## src/rtl/gro_pkg.sv

```systemverilog
// Shared types and defaults for the GRO measurement sequencer.
// Holds the FSM state enum and the GRO_TOP macro-matched widths.
package gro_pkg;

    localparam int GRO_SEL_BITS = 3;
    localparam int GRO_DL_NUM   = 8;
    localparam int GRO_RPC_BITS = 16;
    localparam int GRST_CYC     = 2;
    localparam int MAX_RETRY    = 4;

    typedef enum logic [2:0] {
        S_IDLE,
        S_GRST,
        S_ARM,
        S_RUN,
        S_SETTLE,
        S_CAPTURE,
        S_REPORT,
        S_NEXT
    } state_e;

endpackage

```

## src/rtl/gro_count_sampler.sv

```systemverilog
// Double-sample stability check of the quasi-static GRO COUNT.
// Ports: clk_i/rst_ni, start_i (arm), clr_i (cancel), count_i;
// done_o/value_o/err_o are combinational on the deciding sample.
module gro_count_sampler
    import gro_pkg::*;
#(
    parameter int RPC_BITS  = GRO_RPC_BITS,
    parameter int RETRY_MAX = MAX_RETRY
) (
    input  logic                clk_i,
    input  logic                rst_ni,
    input  logic                start_i,
    input  logic                clr_i,
    input  logic [RPC_BITS-1:0] count_i,
    output logic                done_o,
    output logic [RPC_BITS-1:0] value_o,
    output logic                err_o
);

    logic                busy_q;
    logic                have_q;
    logic [RPC_BITS-1:0] prev_q;
    logic [2:0]          retry_q;

    // Pairs overlap: each new sample is compared against the previous one.
    always_comb begin
        done_o  = 1'b0;
        err_o   = 1'b0;
        value_o = count_i;
        if (busy_q && have_q) begin
            if (count_i == prev_q) begin
                done_o = 1'b1;
            end else if (retry_q == 3'(RETRY_MAX - 1)) begin
                done_o = 1'b1;
                err_o  = 1'b1;
            end
        end
    end

    always_ff @(posedge clk_i or negedge rst_ni) begin
        if (!rst_ni) begin
            busy_q  <= 1'b0;
            have_q  <= 1'b0;
            prev_q  <= '0;
            retry_q <= '0;
        end else if (clr_i) begin
            busy_q  <= 1'b0;
            have_q  <= 1'b0;
            retry_q <= '0;
        end else if (start_i) begin
            busy_q  <= 1'b1;
            have_q  <= 1'b0;
            retry_q <= '0;
        end else if (busy_q) begin
            if (!have_q) begin
                prev_q <= count_i;
                have_q <= 1'b1;
            end else if (done_o) begin
                busy_q <= 1'b0;
                have_q <= 1'b0;
            end else begin
                prev_q  <= count_i;
                retry_q <= retry_q + 3'd1;
            end
        end
    end

endmodule

```

## src/rtl/gro_meas_ctrl.sv

```systemverilog
// Sequences GRO_TOP RSTN/EN/SEL and captures COUNT per delay line.
// In: CLK, RSTN, START, SWEEP, SEL_IN, WIN_CYC, ABORT, GRO_COUNT.
// Out: GRO_RSTN/EN/SEL, RESULT*, BUSY, DONE, CFG_ERR (all registered).
module gro_meas_ctrl
    import gro_pkg::*;
#(
    parameter int SEL_BITS   = GRO_SEL_BITS,
    parameter int DL_NUM     = GRO_DL_NUM,
    parameter int RPC_BITS   = GRO_RPC_BITS,
    parameter int WIN_BITS   = 16,
    parameter int SETTLE_CYC = 4
) (
    input  logic                CLK,
    input  logic                RSTN,
    input  logic                START,
    input  logic                SWEEP,
    input  logic [SEL_BITS-1:0] SEL_IN,
    input  logic [WIN_BITS-1:0] WIN_CYC,
    input  logic                ABORT,
    input  logic [RPC_BITS-1:0] GRO_COUNT,
    output logic                GRO_RSTN,
    output logic                GRO_EN,
    output logic [SEL_BITS-1:0] GRO_SEL,
    output logic [RPC_BITS-1:0] RESULT,
    output logic [SEL_BITS-1:0] RESULT_SEL,
    output logic                RESULT_OVF,
    output logic                RESULT_ERR,
    output logic                RESULT_VALID,
    output logic                BUSY,
    output logic                DONE,
    output logic                CFG_ERR
);

    localparam int SCNT_BITS = $clog2(SETTLE_CYC + 1);
    localparam logic [SEL_BITS:0]    DL_LIM   = (SEL_BITS + 1)'(DL_NUM);
    localparam logic [SEL_BITS-1:0]  LAST_SEL = SEL_BITS'(DL_NUM - 1);
    localparam logic [WIN_BITS-1:0]  GRST_LD  = WIN_BITS'(GRST_CYC - 1);
    localparam logic [SCNT_BITS-1:0] SETL_LD  = SCNT_BITS'(SETTLE_CYC - 1);

    state_e                state_q;
    logic                  sweep_q;
    logic [WIN_BITS-1:0]   win_q;
    logic [WIN_BITS-1:0]   wcnt_q;
    logic [SCNT_BITS-1:0]  scnt_q;
    logic                  rstn_q;
    logic                  en_q;
    logic [SEL_BITS-1:0]   sel_q;
    logic [RPC_BITS-1:0]   res_q;
    logic [SEL_BITS-1:0]   res_sel_q;
    logic                  ovf_q;
    logic                  err_q;
    logic                  valid_q;
    logic                  busy_q;
    logic                  done_q;
    logic                  cfg_err_q;

    logic                  last_sel;
    logic                  samp_start;
    logic                  s_done;
    logic                  s_err;
    logic [RPC_BITS-1:0]   s_value;

    assign last_sel   = !sweep_q || (sel_q == LAST_SEL);
    assign samp_start = (state_q == S_SETTLE) && (scnt_q == '0);

    gro_count_sampler #(
        .RPC_BITS  (RPC_BITS),
        .RETRY_MAX (MAX_RETRY)
    ) u_sampler (
        .clk_i   (CLK),
        .rst_ni  (RSTN),
        .start_i (samp_start),
        .clr_i   (ABORT),
        .count_i (GRO_COUNT),
        .done_o  (s_done),
        .value_o (s_value),
        .err_o   (s_err)
    );

    always_ff @(posedge CLK or negedge RSTN) begin
        if (!RSTN) begin
            state_q   <= S_IDLE;
            sweep_q   <= 1'b0;
            win_q     <= '0;
            wcnt_q    <= '0;
            scnt_q    <= '0;
            rstn_q    <= 1'b0;
            en_q      <= 1'b0;
            sel_q     <= '0;
            res_q     <= '0;
            res_sel_q <= '0;
            ovf_q     <= 1'b0;
            err_q     <= 1'b0;
            valid_q   <= 1'b0;
            busy_q    <= 1'b0;
            done_q    <= 1'b0;
            cfg_err_q <= 1'b0;
        end else begin
            valid_q   <= 1'b0;
            done_q    <= 1'b0;
            cfg_err_q <= 1'b0;
            if (state_q != S_IDLE && ABORT) begin
                state_q <= S_IDLE;
                en_q    <= 1'b0;
                rstn_q  <= 1'b1;
                busy_q  <= 1'b0;
                // A DONE already on the wire counts as the abort's DONE.
                done_q  <= !done_q;
            end else begin
                unique case (state_q)
                    S_IDLE: begin
                        rstn_q <= 1'b1;
                        if (START) begin
                            if ({1'b0, SEL_IN} >= DL_LIM) begin
                                cfg_err_q <= 1'b1;
                            end else begin
                                sweep_q <= SWEEP;
                                sel_q   <= SEL_IN;
                                win_q   <= (WIN_CYC == '0) ?
                                           WIN_BITS'(1) : WIN_CYC;
                                busy_q  <= 1'b1;
                                rstn_q  <= 1'b0;
                                wcnt_q  <= GRST_LD;
                                state_q <= S_GRST;
                            end
                        end
                    end
                    S_GRST: begin
                        if (wcnt_q == '0) begin
                            rstn_q  <= 1'b1;
                            state_q <= S_ARM;
                        end else begin
                            wcnt_q <= wcnt_q - WIN_BITS'(1);
                        end
                    end
                    S_ARM: begin
                        en_q    <= 1'b1;
                        wcnt_q  <= win_q - WIN_BITS'(1);
                        state_q <= S_RUN;
                    end
                    S_RUN: begin
                        if (wcnt_q == '0) begin
                            en_q    <= 1'b0;
                            scnt_q  <= SETL_LD;
                            state_q <= S_SETTLE;
                        end else begin
                            wcnt_q <= wcnt_q - WIN_BITS'(1);
                        end
                    end
                    S_SETTLE: begin
                        if (scnt_q == '0) begin
                            state_q <= S_CAPTURE;
                        end else begin
                            scnt_q <= scnt_q - SCNT_BITS'(1);
                        end
                    end
                    S_CAPTURE: begin
                        if (s_done) begin
                            res_q     <= s_value;
                            res_sel_q <= sel_q;
                            ovf_q     <= &s_value;
                            err_q     <= s_err;
                            valid_q   <= 1'b1;
                            state_q   <= S_REPORT;
                        end
                    end
                    S_REPORT: begin
                        done_q  <= last_sel;
                        state_q <= S_NEXT;
                    end
                    S_NEXT: begin
                        if (last_sel) begin
                            busy_q  <= 1'b0;
                            state_q <= S_IDLE;
                        end else begin
                            sel_q   <= sel_q + SEL_BITS'(1);
                            rstn_q  <= 1'b0;
                            wcnt_q  <= GRST_LD;
                            state_q <= S_GRST;
                        end
                    end
                    default: state_q <= S_IDLE;
                endcase
            end
        end
    end

    assign GRO_RSTN     = rstn_q;
    assign GRO_EN       = en_q;
    assign GRO_SEL      = sel_q;
    assign RESULT       = res_q;
    assign RESULT_SEL   = res_sel_q;
    assign RESULT_OVF   = ovf_q;
    assign RESULT_ERR   = err_q;
    assign RESULT_VALID = valid_q;
    assign BUSY         = busy_q;
    assign DONE         = done_q;
    assign CFG_ERR      = cfg_err_q;

endmodule

```

## config.mk

```make
export PLATFORM = sky130hd
export DESIGN_NAME = gro_meas_ctrl
export DESIGN_NICKNAME = d
export VERILOG_FILES = /design/src/rtl/gro_pkg.sv /design/src/rtl/gro_count_sampler.sv /design/src/rtl/gro_meas_ctrl.sv
export SDC_FILE = /design/constraint.sdc
export NUM_CORES = 1
export LEC_CHECK = 0
export CAP_MARGIN = 30
export CELL_PAD_IN_SITES_DETAIL_PLACEMENT = 1
export CELL_PAD_IN_SITES_GLOBAL_PLACEMENT = 2
export CORE_MARGIN = 5
export CORE_UTILIZATION = 35
export DETAILED_ROUTE_END_ITERATION = 16
export PLACE_DENSITY_LB_ADDON = 0.1
export SETUP_SLACK_MARGIN = 0.05
export SLEW_MARGIN = 20
export SYNTH_ARGS = -nofsm -noshare
export SYNTH_HDL_FRONTEND = slang
export SYNTH_SLANG_ARGS = --single-unit
```

## constraint.sdc

```tcl
create_clock -name CLK -period 4.5 [get_ports CLK]
set_clock_uncertainty 0.15 [all_clocks]
set_input_delay 1.125 -clock CLK [delete_from_list [all_inputs] [get_ports CLK]]
set_output_delay 1.125 -clock CLK [all_outputs]
set_load 0.02 [all_outputs]
```

==> summary.md, run 1 <==
| Metric | Value |
|---|---|
| Antenna Violating Nets Remaining | `0` |
| Port bufs | `68` |
| Initial core utilization | `35.9%` |
| CTS tree | `done` |
| Mapped Cells | `445` |
| Sw frac | `38.2%` |
| Sequential Power Share | `38.2%` |
| Synth-to-layout area growth | `25.0%` |
| CP max stage delay | `0.56 ns` |
| Worst Path Arrival | `3.61 ns` |
| DR WL/cell | `18.8 µm` |
| Max-cap violations | `0` |
| Clk_lat worst skew | `0.35 ns` |
| Largest net degree at the start of global routing | `40` |
| Slew @ Worst Pin | `0.688 ns` |
| Area used by multi-input combinational logic | `2440 µm²` |
| Worst Setup End Kind | `flop` |
| Placed cells | `682` |
| RSZ-0062 raised after global routing | `false` |
| Leakage | `0.00247 µW` |
| CP max FO | `16` |
| TritonCTS Sinks | `89` |
| Number of global-route vias before repair | `4129` |
| Vias per inst | `5.36` |
| Seq/Total Area, Yosys | `46.5%` |
| Final setup violating endpoints | `0` |
| Netlist cell types | `59` |
| Fill count | `1494` |
| Clock buffer depth | `2` |
| Crit-path cells | `clkdlybuf4s50_1 > xnor2_1 > nand4_1 > o41ai_1 > and2_1 > nand3b_2 > mux2_2` |
| Antenna violations before repair | `0` |
| Final setup TNS | `0 ns` |
| Vias | `3740` |
| Max Freq | `284 MHz` |
| Total Die Area | `16100 µm²` |
| Root Driver | `clkbuf_16` |
| Async S/R FF share, synth | `100%` |
| Post-layout nets | `564` |
| Non-Filler Instances | `698` |
| Post-Synthesis Cell Area | `4790 µm²` |
| Detailed Route Iter0 Violations | `202` |
| Tcrit/Tclk final | `78.2%` |
| Power share of the combinational group | `37.3%` |
| Total grt overflow | `0` |
| Site Rows | `42` |
| Slew headroom | `54.2%` |
| Fin area | `5990 µm²` |
| FF+latch count, synth | `89` |
| P_sw | `1200 µW` |
| Pint | `1940 µW` |
| Avg Synthesized Cell Area | `10.8 µm²` |
| Post-synth net total | `492` |
| DP Area | `5690 µm²` |
| Run status | `finished clean` |
| CP max stage cell | `o41ai_1` |
| Crit start category | `input pin` |
| Die Ht | `127 µm` |
| Total Power | `3140 µW` |
| Synth Warn # | `0` |
| Required @ worst endpoint | `4.59 ns` |
| Die width | `127 µm` |
| First-pass GRT wire length | `22300 µm` |
| Share of cells above drive strength 1 | `18.0%` |
| Sequential Area | `2230 µm²` |
| Peak VDD IR | `0.272 mV` |
| Num CTS Buffers | `9` |
| Post-cts sizing count | `0` |
| Core Region | `13300 µm²` |
| CTS H-tree lvls | `3` |
| Clock slew at reported path FFs | `0.07 ns` |
| Clock power frac | `24.6%` |
| Most used DFF post-synth | `dfrtp_1` |
| CTS Hold Bufs | `0` |
| # IOs | `70` |
| Tmin final | `3.52 ns` |
| Tot GR Track Use | `17.3%` |
| Global placer's final weighted congestion | `0.840` |
| Pwr per Cell Area | `524 nW/µm²` |
| Critical path class | `input pin to flop` |
| Antenna cells | `0` |
| Post-synth EDFFs | `0` |
| Final hold vios | `0` |
| Routed WL | `13100 µm` |
| Setup Buffers After CTS | `0` |
| TritonRoute pass-1 iters | `4` |
| Estimated wirelength of the detail-placed design | `9740 µm` |
| DRC viols | `0` |
| Tightest Hold Check Type | `flop to flop` |
| Max Slew Vio Count | `0` |
## sequential cells by signal, summed over array words and instances, names as in the netlist
signal and flops:
GRO_RSTN 1, u_sampler.have_q 1, GRO_EN 1, RESULT_ERR 1
u_sampler.prev_q 16, win_q 16, RESULT_OVF 1, u_sampler.busy_q 1
RESULT_VALID 1, RESULT 16, u_sampler.retry_q 3, BUSY 1
sweep_q 1, wcnt_q 16, state_q 3, GRO_SEL 3
DONE 1, RESULT_SEL 3, scnt_q 3
## layout by cell type, fill, tap and decap left out, types with 7 or more instances in the layout
cell,netlist,layout
nor3_1,12,12
clkbuf_16,0,9
clkdlybuf4s50_1,0,67
nor4_1,12,12
mux2_2,56,56
inv_1,9,9
dfrtp_1,89,89
xor2_1,9,9
a21oi_1,15,15
xnor2_1,20,20
nand4_1,8,8
nand2b_1,7,7
buf_4,2,13
ha_1,7,7
nand3_1,10,10
nand2_1,24,24
nor2_1,34,34
and2_1,8,8
mux2i_1,9,9
o21ai_0,26,26
## logic make-up (layout without fill, tap and decap cells)
family	Yosys count	in the layout	share of synthesized area (%)
xor gates and xnor gates	29	29	5.30
DFF	89	89	46.5
AOI/OAI and AO/OA	85	85	12.5
adders and majority gates	7	7	1.83
muxes	67	67	15.8
and+or+nand+nor	139	139	15.5
buffers and inverters	28	105	2.51
other	1	1	0.0783
## power by group through the flow
| stage | registers (µW) | clock network [µW] | logic (µW) |
|---|---|---|---|
| 4_1_cts | 1200 | 803 | 1180 |
| 3_5_place_dp | 1210 | 0 | 1170 |
| 5_1_grt | 1230 | 827 | 1300 |
| 2_1_floorplan | 1160 | 0 | 799 |
| 3_3_place_gp | 1200 | 0 | 1150 |
| 6_report | 1200 | 770 | 1170 |
## critical path: cells and delay by family
kind / cells / cell delay [ns]
AND/OR/NAND/NOR: 3 / 0.84
buffers and inverters: 1 / 0.55
XOR/XNOR: 1 / 0.14
AO/OA/AOI/OAI: 1 / 0.56
multiplexers: 1 / 0.39
## synth_stat cells, drive strengths merged (3+ instances only)
| master | instances | share of area, % |
|---|---|---|
| clkbuf | 11 | 0.94 |
| or3 | 4 | 0.52 |
| nand4b | 3 | 0.55 |
| nor3 | 12 | 1.3 |
| ha | 7 | 1.8 |
| dfrtp | 89 | 46 |
| nand4 | 8 | 1.0 |
| a21oi | 15 | 1.6 |
| nand3b | 3 | 0.55 |
| nor2b | 3 | 0.39 |
| mux2 | 56 | 13 |
| xnor2 | 20 | 3.7 |
| o21ai | 27 | 2.8 |
| buf | 8 | 0.86 |
| mux2i | 11 | 2.6 |
| and2 | 8 | 1.0 |
| o22ai | 4 | 0.52 |
| nand2 | 24 | 1.9 |
| o2bb2ai | 4 | 0.73 |
| nor2 | 34 | 2.7 |
| nor4 | 12 | 1.6 |
| nand2b | 7 | 0.91 |
| inv | 9 | 0.71 |
| a22oi | 3 | 0.47 |
| and3 | 3 | 0.39 |
| a21o | 3 | 0.47 |
| xor2 | 9 | 1.6 |
| nand3 | 11 | 1.4 |
| a311oi | 4 | 0.86 |
| o211ai | 4 | 0.63 |
## path summary, 6_finish.rpt
path	slack, ns	to	from	cells after the start
max	0.98	u_sampler.prev_q[4]	GRO_COUNT[2]	7
min	0.33	GRO_EN	GRO_EN	1
max reg2reg	1.15	wcnt_q[12]	state_q[2]	9
min reg2reg	0.33	GRO_EN	GRO_EN	1
max in group asynchronous	2.88	u_sampler.prev_q[2]	RSTN	2
min in group asynchronous	0.51	scnt_q[2]	RSTN	1
## layout make-up
class / instances / share of cell area [%]
repair buffers: 80 / 12.8
inverters: 9 / 0.564
clock inverters: 5 / 1.07
well taps: 176 / 3.68
flip-flops and latches: 89 / 37.2
clock buffers: 11 / 3.89
multi-input cells: 328 / 40.8
## metal layers
metal,track usage [%],part of all wire (%)
met4,4.54,1.3
met3,4.72,3.8
met1,23.9,49
met2,27.0,45
met5,0,0
## metrics by stage
stage / hold slack [ns] / setup slack [ns] / util [%]
2_1_floorplan: 0.306 / 1.32 / -
3_3_place_gp: 0.311 / 0.662 / 42.7
3_5_place_dp: 0.319 / 0.615 / 42.7
4_1_cts: 0.334 / 0.970 / 44.9
5_1_grt: 0.344 / 0.784 / 44.9
6_report: 0.327 / 0.979 / 44.9
No activity file was read; power rests on OpenSTA's default activity.
==> run 2: changes to the inputs <==
==> constraint.sdc (replaced) <==
create_clock -name CLK -period 3.43 [get_ports CLK]
set_clock_uncertainty 0.15 [all_clocks]
set_input_delay 0.8575 -clock CLK [delete_from_list [all_inputs] [get_ports CLK]]
set_output_delay 0.8575 -clock CLK [all_outputs]
set_load 0.02 [all_outputs]
==> run 2 against run 1 <==
Non-clock buffer count grew 11. Largest power group unchanged. Combinational power up 32%. Setup slack lost 0.71 ns. Critical endpoint is now wcnt_q[14].
==> summary.md, run 2 (synthesis results as in run 1) <==
| Metric | Value |
|---|---|
| CP max stage cell | `or4b_4` |
| Max Slew Vio Count | `0 (unchanged)` |
| Total grt overflow | `0 (unchanged)` |
| First-pass GRT wire length | `22300 µm (+0.18%)` |
| PnR worst setup slack | `0.269 ns (-0.710 ns)` |
| CP max stage delay | `0.50 ns (-0.06 ns)` |
| Number of global-route vias before repair | `4217 (+2.1%)` |
| Die Ht | `127 µm (unchanged)` |
| Fin area | `6130 µm² (+2.4%)` |
| Antenna cells | `0 (unchanged)` |
| Core Region | `13300 µm² (unchanged)` |
| FF-to-FF path depth | `9 (unchanged)` |
| Worst hold stages | `1 (unchanged)` |
| Tmin final | `3.16 ns` |
| Clk_lat worst skew | `0.34 ns (about the same)` |
| Run status | `finished clean` |
| Fill count | `1490 (-0.27%)` |
| Num CTS Buffers | `9 (unchanged)` |
| DR WL/cell | `18.6 µm (-0.83%)` |
| Worst Setup End Kind | `flop` |
| Global placer's final weighted congestion | `0.787 (-6.3%)` |
| CTS tree | `done` |
| Peak VDD IR | `0.283 mV (+4.1%)` |
| Vias per inst | `5.34 (-0.33%)` |
| Detailed Route Iter0 Violations | `176 (-13%)` |
| Largest net degree at the start of global routing | `47 (+18%)` |
| CTS H-tree lvls | `3 (unchanged)` |
| Crit-path cells | `and2b_1 > mux2i_1 > ha_2 > or4b_4 > mux2i_4 > nand3b_1 > nor3_1 > mux2_2 > o211ai_1` |
| TritonRoute pass-1 iters | `4 (unchanged)` |
| Tightest Hold Check Type | `flop to flop` |
| Crit start category | `flop` |
| Antenna Violating Nets Remaining | `0 (unchanged)` |
| Required @ worst endpoint | `3.53 ns (-1.06 ns)` |
| Port bufs | `68 (unchanged)` |
| Commonest non-fill, non-tap cell in the layout | `dfrtp_1` |
| Max Freq | `316 MHz` |
| Site Rows | `42 (unchanged)` |
| Post-layout nets | `575 (+2.0%)` |
| Pwr per Cell Area | `681 nW/µm² (+30%)` |
| Initial core utilization | `35.9% (unchanged)` |
| Final setup violating endpoints | `0 (unchanged)` |
| Clock buffer depth | `2 (unchanged)` |
| Slew @ Worst Pin | `0.781 ns (+0.0930 ns)` |
| Final hold vios | `0 (unchanged)` |
| Setup WS pre-CTS | `-0.0389 ns (-0.654 ns)` |
| Vias | `3781 (+1.1%)` |
| Worst Path Arrival | `3.26 ns (-0.35 ns)` |
| Max-cap violations | `0 (unchanged)` |
| RSZ-0062 raised after global routing | `false` |
| Tcrit/Tclk final | `92.1%` |
| CP max FO | `6 (-10)` |
| Routed WL | `13200 µm (+0.59%)` |
| Post-layout util | `45.9% (+1.1 points)` |
| Total Die Area | `16100 µm² (unchanged)` |
| Hold WS | `0.325 ns (-0.00197 ns)` |
| # IOs | `70 (unchanged)` |
| Clock slew at reported path FFs | `0.06 ns (about the same)` |
| Synth-to-layout area growth | `28.0%` |
| Leakage | `0.00255 µW (+3.1%)` |
| Die width | `127 µm (unchanged)` |
| TritonCTS Sinks | `89 (unchanged)` |
| DP Area | `5820 µm² (+2.2%)` |
| Tot GR Track Use | `17.3% (-0.048 points)` |
| CTS Hold Bufs | `0 (unchanged)` |
| DRC viols | `0 (unchanged)` |
| Commonest cells after routing, fill and taps aside | `89 x dfrtp_1, 67 x clkdlybuf4s50_1, 56 x mux2_2, 34 x nor2_1, 26 x o21ai_0` |
| Critical path class | `flop to flop` |
| Setup Buffers After CTS | `0 (unchanged)` |
| Antenna violations before repair | `0 (unchanged)` |
| Estimated wirelength of the detail-placed design | `9980 µm (+2.5%)` |
| Share of cells above drive strength 1 | `19.9% (+1.9 points)` |
| Root Driver | `clkbuf_16` |
| Slew headroom | `47.6% (-6.5 points)` |
[run 2: final cells by class]
class | count | area (µm²) | share of cell area (%)
inverter | 9 | 33.8 | 0.551
clock buffer | 12 | 246 | 4.02
timing repair buffer | 91 | 888 | 14.5
multi-input combinational | 328 | 2450 | 40.0
sequential | 89 | 2230 | 36.3
clock inverter | 3 | 65.1 | 1.06
tap | 176 | 220 | 3.59
[run 2: layer usage]
metal  track usage (%)  share of wire (%)
met5                 0                  0
met4              6.18                2.0
met3              3.34                4.3
met2              26.4                 46
met1              24.5                 48
[run 2: repair_timing]
item | 4_1_cts | 5_1_grt
resized for setup | 0 | 2
endpoints found under the hold margin | 0 | 0
endpoints found under the setup margin | 0 | 2
[run 2: worst max-delay path: cells and delay by family, from the launching register on]
kind | cells | cell delay, ns
compound gates | 1 | 0.15
fa+ha+maj | 1 | 0.28
flops | 1 | 0.37
mux | 3 | 0.93
simple gates | 4 | 1.17
[run 2: worst paths after layout]
path                                 start          to  slack, ns
worst max-delay path            state_q[2]  wcnt_q[14]       0.27
worst min-delay path                GRO_EN      GRO_EN       0.32
worst max register to register  state_q[2]  wcnt_q[14]       0.27
worst min register to register      GRO_EN      GRO_EN       0.32
max in group asynchronous             RSTN   RESULT[1]       2.07
min in group asynchronous             RSTN   scnt_q[0]       0.38
[run 2: metrics by stage]
| step | total power (µW) | TNS, ns | cells |
|---|---|---|---|
| 6_report | 4180 | 0 | 708 |
| 5_1_grt | 4470 | 0 | 708 |
| 4_1_cts | 4230 | 0 | 708 |
| 3_5_place_dp | 3150 | -0.432 | 693 |
| 3_3_place_gp | 3110 | 0 | 693 |
| 2_1_floorplan | 2580 | 0 | 445 |
[run 2: where the power goes]
part,internal [µW],switching [µW]
clock,654,398
sequential,1280,286
combinational,707,846
total,2650,1530
==> run 3: changes to the inputs <==
--- a/config.mk
+++ b/config.mk
@@ -5,11 +5,12 @@
 export SDC_FILE = /design/constraint.sdc
 export NUM_CORES = 1
 export LEC_CHECK = 0
+export ABC_AREA = 1
 export CAP_MARGIN = 30
 export CELL_PAD_IN_SITES_DETAIL_PLACEMENT = 1
 export CELL_PAD_IN_SITES_GLOBAL_PLACEMENT = 2
-export CORE_MARGIN = 5
-export CORE_UTILIZATION = 35
+export CORE_MARGIN = 1
+export CORE_UTILIZATION = 33
 export DETAILED_ROUTE_END_ITERATION = 16
 export PLACE_DENSITY_LB_ADDON = 0.1
 export SETUP_SLACK_MARGIN = 0.05
==> run 3 against run 2 <==
Setup slack better by 0.46 ns. Synthesized area up 1.4%. Total power up 20%. Core utilization down 3.1 points. Non-clock buffer count down 16. First-iteration DRC count down 5.7%. Register-to-register slack better by 0.69 ns. Hold slack better by 0.0019 ns. Synthesized cell count up 31%. Final cell count up 19%. Wire length down 6.2%. Flip-flop and latch count unchanged. Critical path type is now input pin to flop.
==> summary.md, run 3 <==
| Metric | Value |
|---|---|
| Run status | `finished clean` |
| CP max stage delay | `0.48 ns (-0.02 ns)` |
| Top-count cell post-synth | `nand2_1` |
| Setup Buffers After CTS | `0 (unchanged)` |
| Max-cap violations | `0 (unchanged)` |
| Mapped Cells | `585 (+31%)` |
| Crit-path cells | `clkdlybuf4s50_1 > inv_1 > nand2_1 > nand2_1 > nor2_1 > nand2_1 > nor2_1 > nand2_1 > nand2_1 > nand2_1 > nand3_1 > buf_4 > o21ai_0` |
| Slew @ Worst Pin | `0.636 ns (-0.145 ns)` |
| Compound-Gate Fraction of Synth Area | `13.8% (+1.3 points)` |
| Setup WS pre-CTS | `0.319 ns (+0.358 ns)` |
| PnR worst setup slack | `0.727 ns (+0.458 ns)` |
| Final setup violating endpoints | `0 (unchanged)` |
| Tmin final | `2.70 ns (-0.458 ns)` |
| Root Driver | `clkbuf_16` |
| Post-layout nets | `702 (+22%)` |
| Estimated wirelength of the detail-placed design | `9160 µm (-8.2%)` |
| DRC viols | `0 (unchanged)` |
| Seq/Total Area, Yosys | `45.9% (-0.63 points)` |
| Pwr per Cell Area | `832 nW/µm² (+22%)` |
| Synth-to-layout area growth | `24.2%` |
| Capturing point of the worst reg2reg path | `wcnt_q[14]` |
| Worst Path Arrival | `2.77 ns (-0.49 ns)` |
| Post-synth net total | `632 (+28%)` |
| TritonRoute pass-1 iters | `4 (unchanged)` |
| Adder-cell share of the synthesized area | `1.80% (-0.025 points)` |
| Post-Synth Simple-Gate Area | `24.0% (+8.5 points)` |
| Multiplexer share of the synthesized area | `2.55% (-13 points)` |
| Worst hold path startpoint | `DONE` |
| Final hold vios | `0 (unchanged)` |
| Clock buffer depth | `2 (unchanged)` |
| Post-cts sizing count | `0 (unchanged)` |
| Routed WL | `12400 µm (-6.2%)` |
| Worst Setup End Kind | `flop` |
| Slew headroom | `57.2% (+9.6 points)` |
| Max Slew Vio Count | `0 (unchanged)` |
| Required @ worst endpoint | `3.49 ns (-0.04 ns)` |
| Clock slew at reported path FFs | `0.07 ns (about the same)` |
| Synth Warn # | `0 (unchanged)` |
| Netlist cell types | `48 (-19%)` |
| Post-layout util | `42.8% (-3.1 points)` |
| Antenna cells | `0 (unchanged)` |
| Post-Synthesis Cell Area | `4860 µm² (+1.4%)` |
| Tightest Hold Check Type | `flop to flop` |
| RSZ-0062 raised after global routing | `false` |
| Antenna Violating Nets Remaining | `0 (unchanged)` |
| Cell mode on critical path | `nand2_1` |
| XOR/XNOR Fraction of Synth Area | `1.80% (-3.5 points)` |
| Total Power | `5020 µW (+20%)` |
| Avg Synthesized Cell Area | `8.30 µm² (-23%)` |
| Worst reg2reg startpoint | `state_q[0]` |
| Peak VDD IR | `0.291 mV (+3.1%)` |
| CP max FO | `33 (+27)` |
| Die Ht | `123 µm (-2.9%)` |
| Commonest cells in the netlist | `151 x nand2_1, 89 x dfrtp_1, 86 x inv_1` |
| # IOs | `70 (unchanged)` |
| Vias per inst | `4.77 (-11%)` |
| Core Region | `14100 µm² (+5.6%)` |
| CTS tree | `done` |
| Crit start category | `input pin` |
| Detailed Route Iter0 Violations | `166 (-5.7%)` |
| CTS Hold Bufs | `0 (unchanged)` |
| Fin area | `6030 µm² (-1.6%)` |
| Site Rows | `43 (+2.4%)` |
| Post-synth top area share | `45.9% (-0.63 points)` |
| Synth area leaders | `dfrtp_1 46%, nand2_1 12%, inv_1 6.6%` |
| Max Freq | `370 MHz (+17%)` |
| Die width | `123 µm (-2.9%)` |
| Total Die Area | `15200 µm² (-5.7%)` |
| Most used DFF post-synth | `dfrtp_1` |
| Largest net degree at the start of global routing | `40 (-15%)` |
| Async S/R FF share, synth | `100% (unchanged)` |
| Setup slack, reg-to-reg | `0.96 ns (+0.69 ns)` |
| Tot GR Track Use | `18.0% (+0.77 points)` |
| Clk_lat worst skew | `0.35 ns (about the same)` |
| Critical path class | `input pin to flop` |
| TritonCTS Sinks | `89 (unchanged)` |
| DR WL/cell | `14.7 µm (-21%)` |
| Global placer's final weighted congestion | `0.793 (+0.84%)` |
| Commonest non-fill, non-tap cell in the layout | `nand2_1` |
| Final setup TNS | `0 ns (unchanged)` |
| Leakage | `0.00291 µW (+14%)` |
| FF+latch count, synth | `89 (unchanged)` |
| Worst hold endpoint | `DONE` |
| CTS H-tree lvls | `3 (unchanged)` |
| Port bufs | `68 (unchanged)` |
| Share of cells above drive strength 1 | `13.2% (-6.7 points)` |
| Num CTS Buffers | `9 (unchanged)` |
| DP Area | `5690 µm² (-2.2%)` |
| Commonest cells after routing, fill and taps aside | `151 x nand2_1, 89 x dfrtp_1, 86 x inv_1, 67 x clkdlybuf4s50_1, 48 x nor2_1` |
| Worst hold stages | `1 (unchanged)` |
| FF-to-FF path depth | `8 (-1)` |
| CP max stage cell | `clkdlybuf4s50_1` |
| Largest family of logic cells by synthesized area | `simple AND/OR/NAND/NOR gates` |
| Initial core utilization | `34.5% (-1.4 points)` |
| Antenna violations before repair | `0 (unchanged)` |
| Tcrit/Tclk final | `78.8% (-13 points)` |
| Total grt overflow | `0 (unchanged)` |
| Post-synth EDFFs | `0 (unchanged)` |
| Dominant cell type by area after synthesis | `dfrtp_1` |
| Number of global-route vias before repair | `4263 (+1.1%)` |
| First-pass GRT wire length | `21000 µm (-6.1%)` |
| Vias | `4005 (+5.9%)` |
-- run 3: cell types whose count changed after synthesis, moves of 8 or more --
cell	delta
mux2i_1	-9
inv_1	+77
o21ai_0	+13
nand2_1	+127
inv_2	+8
and2_1	-8
nor2_1	+14
mux2_2	-45
xnor2_1	-17
nor3_1	-10
o22ai_2	+11
o21ai_1	+8
-- run 3: cell families after synthesis --
kind of cell	count (synthesis)
AND/OR/NAND/NOR	257
buffers and inverters	112
AO/OA/AOI/OAI	98
flip-flops	89
multiplexers	11
XOR/XNOR	10
adder cells (fa/ha/maj)	7
other	1
-- run 3: report_power, final --
part	switching, µW	internal (µW)
logic	1380	860
registers	231	1390
clock network	423	731
-- run 3: how the worst max path moves through the flow --
stage	slack (ns)	endpoint	start	cells after the start
CTS	0.66	u_sampler.prev_q[6]	GRO_COUNT[0]	13
global placement	0.43	u_sampler.prev_q[0]	GRO_COUNT[0]	13
finish	0.73	u_sampler.prev_q[6]	GRO_COUNT[0]	13
floorplan	1.20	RESULT[10]	GRO_COUNT[15]	13
global route	0.43	u_sampler.prev_q[6]	GRO_COUNT[0]	14
detailed placement	0.32	u_sampler.prev_q[6]	GRO_COUNT[0]	13
-- run 3: worst max-delay path: cells and delay by family --
kind,cells,cell delay [ns]
AO/OA/AOI/OAI,1,0.13
AND/OR/NAND/NOR,9,0.93
buffers and inverters,3,0.85
-- run 3: final cells by class --
type	instances	area, µm²
sequential	89	2230
timing repair buffer	75	731
tap	180	225
fill	1694	8060
multi-input combinational	384	2140
clock inverter	5	103
clock buffer	11	243
inverter	96	363
-- run 3: through the flow --
step	std cells	hold slack, ns
6_report	840	0.327
3_5_place_dp	824	0.318
2_1_floorplan	585	0.309
4_1_cts	840	0.332
5_1_grt	840	0.361
3_3_place_gp	824	0.316
-- run 3: metal layers --
| metal | track usage (%) | part of all wire (%) | vias up |
|---|---|---|---|
| met5 | 0 | 0 | - |
| met3 | 2.77 | 3.4 | 11 |
| li1 | - | - | 2003 |
| met4 | 6.33 | 1.4 | 0 |
| met2 | 30.6 | 48 | 58 |
| met1 | 23.2 | 47 | 1933 |
